<file path="src/rtl/mac_feeder.sv">
// mac_feeder: issue-side sequencer for the vector MAC kernel.
// On an accepted start it walks the weight and im2col data buffers (one tap
// per pixel for conv1x1, nine taps per pixel for conv3x3), issues reads to
// two single-port SRAMs with 1-cycle latency, and presents the returned
// vectors as a valid-qualified stream two cycles after each read.
module mac_feeder #(
  parameter int WI = 8,   // element width
  parameter int N  = 16,  // elements per vector
  parameter int AW = 12,  // SRAM address width
  parameter int PW = 12   // pixel-count width
) (
  input  logic              clk,
  input  logic              rst,
  input  logic              start,
  input  logic              is_conv3x3,
  input  logic [PW-1:0]     num_pix,
  input  logic [AW-1:0]     w_base,
  input  logic [AW-1:0]     d_base,
  input  logic              stall,
  output logic              w_rd_en,
  output logic [AW-1:0]     w_rd_addr,
  input  logic [N*WI-1:0]   w_rd_data,
  output logic              d_rd_en,
  output logic [AW-1:0]     d_rd_addr,
  input  logic [N*WI-1:0]   d_rd_data,
  output logic              vld_o,
  output logic [N*WI-1:0]   win_o,
  output logic [N*WI-1:0]   din_o,
  output logic              is_conv3x3_o,
  output logic              busy,
  output logic              done
);

  typedef enum logic [1:0] {
    S_IDLE  = 2'd0,
    S_ISSUE = 2'd1,
    S_DRAIN = 2'd2,
    S_DONE  = 2'd3
  } state_t;

  localparam logic [3:0] LAST_TAP = 4'd8;

  state_t          state_q, state_d;
  logic            mode_q, mode_d;
  logic [PW-1:0]   num_pix_q, num_pix_d;
  logic [AW-1:0]   w_base_q, w_base_d;
  logic [AW-1:0]   d_base_q, d_base_d;
  logic [PW-1:0]   pix_cnt_q, pix_cnt_d;
  logic [3:0]      tap_q, tap_d;
  logic [AW-1:0]   d_off_q, d_off_d;

  // Read-enable delay line: en_d1_q marks SRAM data on the bus this cycle.
  logic            en_d1_q;
  logic            vld_q;
  logic [N*WI-1:0] win_q, din_q;

  logic accept;
  logic issue;
  logic last_issue;

  assign accept     = (state_q == S_IDLE) && start;
  assign issue      = (state_q == S_ISSUE) && !stall;
  // Last read of the command: final tap of the final pixel.
  assign last_issue = issue
                      && (mode_q ? (tap_q == LAST_TAP) : 1'b1)
                      && (pix_cnt_q == num_pix_q - PW'(1));

  // Next-state and command-level outputs of the sequencer FSM.
  always_comb begin
    // NOTE: every signal driven here gets a default first, so no path through
    // the case leaves it unassigned and no latch is inferred.
    state_d   = state_q;
    w_rd_en   = issue;
    d_rd_en   = issue;
    w_rd_addr = mode_q ? (w_base_q + AW'(tap_q)) : w_base_q;
    d_rd_addr = d_base_q + d_off_q;
    busy      = (state_q != S_IDLE);
    done      = (state_q == S_DONE);

    unique case (state_q)
      S_IDLE: begin
        if (start) begin
          state_d = (num_pix == '0) ? S_DONE : S_ISSUE;
        end
      end
      S_ISSUE: begin
        if (last_issue) begin
          state_d = S_DRAIN;
        end
      end
      S_DRAIN: begin
        // The last read's data is registered this cycle when en_d1_q is
        // still set; once it clears, the final vld_o is on the output.
        if (!en_d1_q) begin
          state_d = S_DONE;
        end
      end
      S_DONE: begin
        state_d = S_IDLE;
      end
      default: begin
        state_d = S_IDLE;
      end
    endcase
  end

  // Command latch and tap/pixel/data-offset counters.
  always_comb begin
    mode_d    = mode_q;
    num_pix_d = num_pix_q;
    w_base_d  = w_base_q;
    d_base_d  = d_base_q;
    pix_cnt_d = pix_cnt_q;
    tap_d     = tap_q;
    d_off_d   = d_off_q;

    if (accept) begin
      mode_d    = is_conv3x3;
      num_pix_d = num_pix;
      w_base_d  = w_base;
      d_base_d  = d_base;
      pix_cnt_d = '0;
      tap_d     = '0;
      d_off_d   = '0;
    end else if (issue) begin
      d_off_d = d_off_q + AW'(1);
      if (mode_q) begin
        if (tap_q == LAST_TAP) begin
          tap_d     = '0;
          pix_cnt_d = pix_cnt_q + PW'(1);
        end else begin
          tap_d = tap_q + 4'd1;
        end
      end else begin
        pix_cnt_d = pix_cnt_q + PW'(1);
      end
    end
  end

  // Control state registers with synchronous reset.
  always_ff @(posedge clk) begin
    // NOTE: state is updated with non-blocking assignments so every register
    // samples pre-edge values regardless of statement order.
    if (rst) begin
      state_q   <= S_IDLE;
      mode_q    <= 1'b0;
      num_pix_q <= '0;
      w_base_q  <= '0;
      d_base_q  <= '0;
      pix_cnt_q <= '0;
      tap_q     <= '0;
      d_off_q   <= '0;
    end else begin
      state_q   <= state_d;
      mode_q    <= mode_d;
      num_pix_q <= num_pix_d;
      w_base_q  <= w_base_d;
      d_base_q  <= d_base_d;
      pix_cnt_q <= pix_cnt_d;
      tap_q     <= tap_d;
      d_off_q   <= d_off_d;
    end
  end

  // Two-stage read pipeline: enable delay and output vector registers.
  always_ff @(posedge clk) begin
    // NOTE: the wide vector registers are reset as well, so the kernel sees
    // clean zeros on win_o/din_o after reset instead of stale buffer data.
    if (rst) begin
      en_d1_q <= 1'b0;
      vld_q   <= 1'b0;
      win_q   <= '0;
      din_q   <= '0;
    end else begin
      en_d1_q <= issue;
      vld_q   <= en_d1_q;
      if (en_d1_q) begin
        win_q <= w_rd_data;
        din_q <= d_rd_data;
      end
    end
  end

  assign vld_o        = vld_q;
  assign win_o        = win_q;
  assign din_o        = din_q;
  assign is_conv3x3_o = mode_q;

endmodule

</file>
<file path="config.mk">
export PLATFORM = sky130hd
export DESIGN_NAME = mac_feeder
export DESIGN_NICKNAME = d
export VERILOG_FILES = /design/src/rtl/mac_feeder.sv
export SDC_FILE = /design/constraint.sdc
export NUM_CORES = 1
export LEC_CHECK = 0
export BUFFER_PORTS_ARGS = -buffer_cell sky130_fd_sc_hd__buf_2
export CAP_MARGIN = 20
export CORE_AREA = 2 2 229 231
export DETAILED_ROUTE_END_ITERATION = 7
export DIE_AREA = 0 0 231 233
export PLACE_DENSITY = 0.59
export SLEW_MARGIN = 25
export SYNTH_ARGS = -nofsm -noshare
export SYNTH_HDL_FRONTEND = slang
export SYNTH_SLANG_ARGS = --single-unit
</file>
<file path="constraint.sdc">
create_clock -name clk -period 2.5 [get_ports clk]
set_input_delay 0.25 -clock clk [delete_from_list [all_inputs] [get_ports clk]]
set_output_delay 0.25 -clock clk [all_outputs]
set_load 0.05 [all_outputs]
</file>
* After elaboration in Yosys (flattened, before gate mapping)
Cells that the tools add are included.
Word-level totals: register bits 325, latch bits 0, bits in writable memories 0, bits in read-only memories 0, input port bits 297, word-level logic and storage cells 49, memories kept 0
Operators by class: add/subtract/negate cells 6, multiply operators 0, divide/modulo/power cells 0, order comparisons 0, equal/unequal tests 9, shifts and indexed selects 0, multiplexer cells 10, bitwise operators 0, reduce and logical (&&, ||, !) cells 12
Operators with widths (number):
- 12-bit two-way mux | 3
- 12-bit by 1-bit adder with 12-bit output, second input constant | 2
- 12-bit adder | 1
- 12-bit by 4-bit adder with 12-bit output | 1
- 12-bit == test | 1
- 12-bit zero test | 1
- 12-bit by 1-bit subtractor with 12-bit output, second input constant | 1
- 2-bit two-way mux | 4
- 2-bit case mux with 4 select lines | 1
- 2-bit inequality test, second input constant | 3
- 4-bit by 1-bit adder with 4-bit output, second input constant | 1
- 2-bit == test, second input constant | 2
- 4-bit == test, second input constant | 1
- 1-bit logical AND | 4
- 4-bit two-way mux | 1
- 2-bit AND reduction | 2
- 3-bit AND reduction | 1
- 2-bit by 1-bit == test with 1-bit output, second input constant | 1
- 2-bit zero test | 1
- 2-bit by 1-bit inequality test with 1-bit output, second input constant | 1
- 2-bit nonzero test | 1
- 2-bit OR reduction | 1
- 1-bit zero test | 1
- 1-bit two-way mux | 1

* Longest topological paths before layout
Gate-level depths: netlist of run 1.
depth in word-level cells 6, gate-level depth with buffers 10, depth with buffers taken out 10

* Worst setup path before layout of run 1
OpenSTA, ideal clock, no wires.
path kind register to output, start point register d_off_q[1], end point output d_rd_addr[11], arrival time 2.732 ns, required time 2.250 ns, path slack -0.482 ns, cell stages (with the launch flop) 9, path through dfxtp_1 > ha_1 > a21o_1 > a21oi_1 > nor2b_1 > or4_1 > a211oi_1 > a21oi_1 > xnor2_1
Between the ends: longest elaborated chain between the ends 1
Ends and longest elaborated chain:
- start, declared | RTL line 50 | logic [AW-1:0] d_off_q, d_off_d;
- start signal, assigned | RTL line 161 | d_off_q <= d_off_d;
- 12-bit adder | RTL line 76 | d_rd_addr = d_base_q + d_off_q;
- end, declared | RTL line 24 | output logic [AW-1:0] d_rd_addr,
Every way passes these cells.

* Worst setup path in the final report of run 1
start point register d_off_q[0], end point output d_rd_addr[11]
The elaborated chain is that of the path after synthesis.

==> results of run 1 <==
-- per-layer routing --
metal	vias up	global-route usage	share of wire
met5	-	0	0
met1	6091	0.172	0.37
met2	420	0.310	0.53
met4	0	0.0764	0.041
met3	107	0.0444	0.060
li1	6208	-	-
-- sequential cells by signal (all words and copies together), names as in the netlist, 2 cells and up --
signal	cells
d_base_q	12
state_q	2
tap_q	4
pix_cnt_q	12
d_off_q	12
win_o	128
w_base_q	12
din_o	128
num_pix_q	12
-- cell usage in the layout (no fill, tap or decap), types with 13 or more instances in the layout --
cell	n
xor2_1	25
clkbuf_16	41
dlygate4sd3_1	293
buf_6	18
nor2_1	292
dfxtp_1	310
buf_2	563
a21oi_1	50
nand2_1	97
nand3_1	13
mux2i_1	258
ha_1	19
xnor2_1	18
buf_4	42
-- critical path, cell delays in order, from the launching register on --
cell      delay, ns
dfxtp_2        0.34
ha_4           0.16
buf_6          0.10
a21o_1         0.15
a21oi_2        0.19
nor2b_2        0.07
or4_4          0.45
a211oi_4       0.25
a21oi_2        0.11
xnor2_2        0.17
buf_6          0.18
-- timing repair --
action,4_1_cts,5_1_grt
hold buffers,293,0
hold endpoints to repair,293,0
buffers inserted,18,9
setup endpoints to repair,18,18
resized for setup,76,42
pin swaps,23,24
-- cell families after synthesis --
| kind of cell | share of synthesized area |
|---|---|
| DFF | 0.505 |
| muxes | 0.204 |
| buffers and inverters | 0.0304 |
| AOI/OAI and AO/OA | 0.0417 |
| adders and majority gates | 0.0274 |
| and+or+nand+nor | 0.153 |
| xor gates and xnor gates | 0.0385 |
-- power by group through the flow --
stage               Clock (W)  Sequential [W]  Combinational [W]
CTS                   0.00598         0.00587            0.00469
finish                0.00580         0.00589            0.00475
global placement            0         0.00594            0.00412
detailed placement          0         0.00596            0.00419
global route          0.00621         0.00594            0.00506
floorplan                   0         0.00684            0.00217
-- how the worst min path moves through the flow --
| stage | endpoint |
|---|---|
| after CTS | din_o[8] |
| after detailed placement | d_base_q[4] |
| after floorplan | num_pix_q[2] |
| final | win_o[100] |
| after global placement | d_base_q[3] |
| after global routing | din_o[8] |
-- cell type report --
type,instances,area (sq um)
multi-input cells,904,6320
repair buffers,924,6410
fillers,4825,29600
diodes,2,5.00
clock buffers,56,1180
flip-flops and latches,325,6530
inverters,18,76.3
clock inverters,11,136
well taps,680,851
-- through the flow --
| step | total power [W] | setup WS (ns) | hold slack (ns) | TNS [ns] | std cells |
|---|---|---|---|---|---|
| after floorplan | 0.00901 | -0.176 | 0.386 | -0.183 | 1329 |
| after global placement | 0.0101 | -0.155 | 0.449 | -0.393 | 2539 |
| after detailed placement | 0.0102 | -0.187 | 0.455 | -0.510 | 2539 |
| final | 0.0164 | -0.465 | 0.0453 | -2.75 | 2920 |
| after global routing | 0.0172 | -0.603 | 0.0176 | -4.66 | 2920 |
| after CTS | 0.0166 | -0.538 | 0.00649 | -3.68 | 2912 |
==> out/metrics.yaml, run 1 <==
status: "finished, violations left"
failed_checks: "negative setup slack"
wl_per_cell_microns: 16.0
finalHoldViolCount: 0
worstRegToRegCells: 7
grt_max_degree: 169
hpwlAfterDp_microns: 31700
cellLeakagePower_nw: 9.47
hold-path-cell-count: 2
row_count: 83
r2r_end: "state_q[0]"
grtUsageTotal: 0.166
dieHeight_microns: 233
syn-num-nets: 1653
synth.avg_cell_area_sq_um: 9.69
setup.worst_path.end: "d_rd_addr[11]"
grt_pass1_wl_microns: 71100
routabilityCongestion: 0.805
ys_ff_latch: 325
p_switching_w: 0.00545
htreeDepth: 2
die-width_microns: 231
setup_slack_ns: -0.465
crit_arrival_ns: 2.71
worstHoldPathType: "in2reg"
via_per_inst: 4.39
overflow: 0
yosysWarnings: 0
synthArstFlopShare: 0
startpoint_type: "flop"
crit_type: "reg2out"
synth_common_cells: "325 x dfxtp_1, 296 x nor2_1, 259 x mux2i_1"
irDropWorstVdd_mv: 0.478
max_freq_mhz: 337
end_kind: "output port"
yosys.cell_types.count: 56
drv_slew: 0
worstMarginPinSlew_ns: 1.13
cts_tree: "yes"
crit_required_ns: 2.25
finalSetupViolations: 12
final_area_sq_mm: 0.0215
cp-startpoint: "d_off_q[0]"
grt_pass1_vias: 13400
core_area_sq_mm: 0.0511
die_area_sq_mm: 0.0538
drive_gt1_frac: 0.346
rr_startpoint: "num_pix_q[2]"
seq_power_share: 0.358
p_comb_frac: 0.289
fin_util: 0.421
wirelength_microns: 46800
clk_pin_slew_ns: 0.06
synth_top_flop_cell: "dfxtp_1"
start_util: 0.252
hp-start: "rst"
p_per_area_mw_per_mm2: 764
antenna_left: 0
synth-edff-count: 0
synthMostInstantiatedCell: "dfxtp_1"
clock-sinks: 325
fin_nets: 2536
insertion_delay_ns: 0.54
finalClockSkew_ns: 0.0104
firstDrtPassIters: 5
area_growth_pct: 67.1
vias: 12800
post-synth-top-area-cell: "dfxtp_1"
yosysSeqAreaShare: 0.505
p_clk_frac: 0.353
max-slew-margin-rel: 0.246
root_buffer: "clkbuf_16"
drc: 0
p_sw_frac: 0.332
drtIter0Drc: 363
critPathMaxFanout: 2
maxCapViolations: 0
clock_path_buffers: 3
min_period_ns: 2.96
internal-power_w: 0.0110
synth_top_cell_area_share: 0.505
finalCritPeriodShare: 1.19
antenna_found_initial: 2
yosys-top-cells-area: "dfxtp_1 51%, mux2i_1 20%, nor2_1 8.6%"
port-buffer-count: 582
r2r_setup_slack_ns: 0.16
netlist_area_sq_mm: 0.0129
cts-buffers-inserted: 39
boundaryPins: 583
placed_cell_area_sq_mm: 0.0167
synthCells: 1329
rsz0062_at_grt: "true"
Power figures use the tool's default switching activity.
==> inputs of run 2 (changes only) <==
CELL_PAD_IN_SITES_DETAIL_PLACEMENT = 1   (was unset)
CELL_PAD_IN_SITES_GLOBAL_PLACEMENT = 1   (was unset)
CORE_AREA = 2 2 226 228   (was 2 2 229 231)
DIE_AREA = 0 0 228 230   (was 0 0 231 233)
GPL_TIMING_DRIVEN = 0   (was unset)
PLACE_DENSITY = 0.74   (was 0.59)
RECOVER_POWER = 25   (was unset)
==> out/metrics.yaml, run 2 (synthesis gave the netlist of run 1 again) <==
status: "finished, violations left"
failed_checks: "negative setup slack"
hold-path-cell-count: 3
crit_type: "reg2out"
startpoint_type: "flop"
grt_pass1_vias: 15900
wl_per_cell_microns: 21.9
drtIter0Drc: 466
clock-sinks: 325
fin_nets: 2603
finalClockSkew_ns: 0.0116
grtUsageTotal: 0.236
maxCapViolations: 0
die_area_sq_mm: 0.0524
htreeDepth: 2
drc: 0
max_freq_mhz: 323
grt_pass1_wl_microns: 96000
cellLeakagePower_nw: 8.87
finalHoldViolCount: 0
area_growth_pct: 66.6
hp-start: "stall"
final_area_sq_mm: 0.0215
worstHoldPathType: "in2reg"
worstMarginPinSlew_ns: 1.03
clock_path_buffers: 3
finalCritPeriodShare: 1.24
clk_pin_slew_ns: 0.06
crit_required_ns: 2.25
n_fill_cell: 5855
crit_arrival_ns: 2.85
drv_slew: 0
fin_util: 0.430
final_common_cell: "buf_2"
p_per_area_mw_per_mm2: 774
irDropWorstVdd_mv: 0.412
overflow: 0
critPathMaxFanout: 2
start_util: 0.258
layout_common_cells: "421 x buf_2, 310 x dfxtp_1, 293 x dlygate4sd3_1"
finalSetupViolations: 20
boundaryPins: 583
placed_cell_area_sq_mm: 0.0167
cts-buffers-inserted: 39
hpwlAfterDp_microns: 41000
grt_max_degree: 13
vias: 14000
dp_slack_ns: -0.382
core_area_sq_mm: 0.0499
drive_gt1_frac: 0.280
max-slew-margin-rel: 0.313
setup_slack_ns: -0.596
dieHeight_microns: 230
row_count: 82
antenna_left: 0
port-buffer-count: 581
end_kind: "output port"
wirelength_microns: 65200
via_per_inst: 4.71
insertion_delay_ns: 0.55
antenna_found_initial: 5
firstDrtPassIters: 4
cp-startpoint: "d_base_q[0]"
worstRegToRegCells: 10
min_period_ns: 3.10
die-width_microns: 228
cts_tree: "yes"
rsz0062_at_grt: "true"
routabilityCongestion: 0.902
root_buffer: "clkbuf_16"
rr_startpoint: "tap_q[0]"
[run 2: changes by cell type in the layout (fill, tap and decap cells not counted), sizes merged]
cell           previous run  this run
buf                     630       495
diode                     2         4
clkbuf                   57       256
inv                      17        21
bufinv                    3         0
clkdlybuf4s15             0         3
[run 2: final cells by class]
cell class | instances | area (sq um) | share of cell area
Sequential cell | 325 | 6550 | 0.305
Antenna cell | 4 | 10.0 | 0.000467
Buffer | 80 | 370 | 0.0173
Tap cell | 672 | 841 | 0.0392
Timing Repair Buffer | 911 | 6070 | 0.283
Clock buffer | 56 | 1130 | 0.0527
Inverter | 18 | 73.8 | 0.00344
Multi-Input combinational cell | 904 | 6340 | 0.295
Clock inverter | 12 | 77.6 | 0.00362
[run 2: power by group]
part	leakage, nW	internal [W]	switching (W)
Combinational	5.63	0.00183	0.00328
Clock	0.600	0.00315	0.00239
Sequential	2.64	0.00560	0.000361
[run 2: worst paths after layout]
check / end / slack [ns]
max reg2reg: state_q[0] / -0.01
min: en_d1_q / 0.06
min reg2reg: d_base_q[6] / 0.46
max: d_rd_addr[10] / -0.60
[run 2: repair_timing]
| item | 4_1_cts | 5_1_grt |
|---|---|---|
| pin swaps | 20 | 28 |
| setup endpoints to repair | 248 | 156 |
| cloned | 0 | 0 |
| resized for setup | 92 | 79 |
| hold buffers | 293 | 0 |
| endpoints found under the hold margin | 293 | 0 |
| setup buffers | 27 | 17 |
[run 2: layer usage]
layer | track usage | part of all wire | vias up
li1 | - | - | 6344
met1 | 0.236 | 0.36 | 6904
met2 | 0.446 | 0.52 | 571
met3 | 0.0512 | 0.049 | 213
met4 | 0.145 | 0.067 | 2
met5 | 0 | 0.00020 | -
[run 2: stage by stage]
stage | instances | TNS, ns | total power [W] | hold slack (ns)
4_1_cts | 2968 | -4.10 | 0.0163 | 0.109
3_3_place_gp | 2582 | -24.96 | 0.0102 | 0.452
6_report | 2982 | -4.88 | 0.0166 | 0.0618
2_1_floorplan | 1329 | -0.183 | 0.00901 | 0.386
5_1_grt | 2982 | -6.68 | 0.0172 | 0.0454
3_5_place_dp | 2582 | -28.96 | 0.0103 | 0.461
[run 2: worst max-delay path: stages, from the launching register on]
cell and delay (ns):
dfxtp_4 0.36, ha_4 0.14, inv_2 0.04, fa_2 0.37, nor2b_2 0.16, o21ai_2 0.09
a21boi_2 0.19, o21ai_2 0.09, a21oi_2 0.21, mux2i_2 0.28, o2111ai_4 0.17, buf_8 0.19
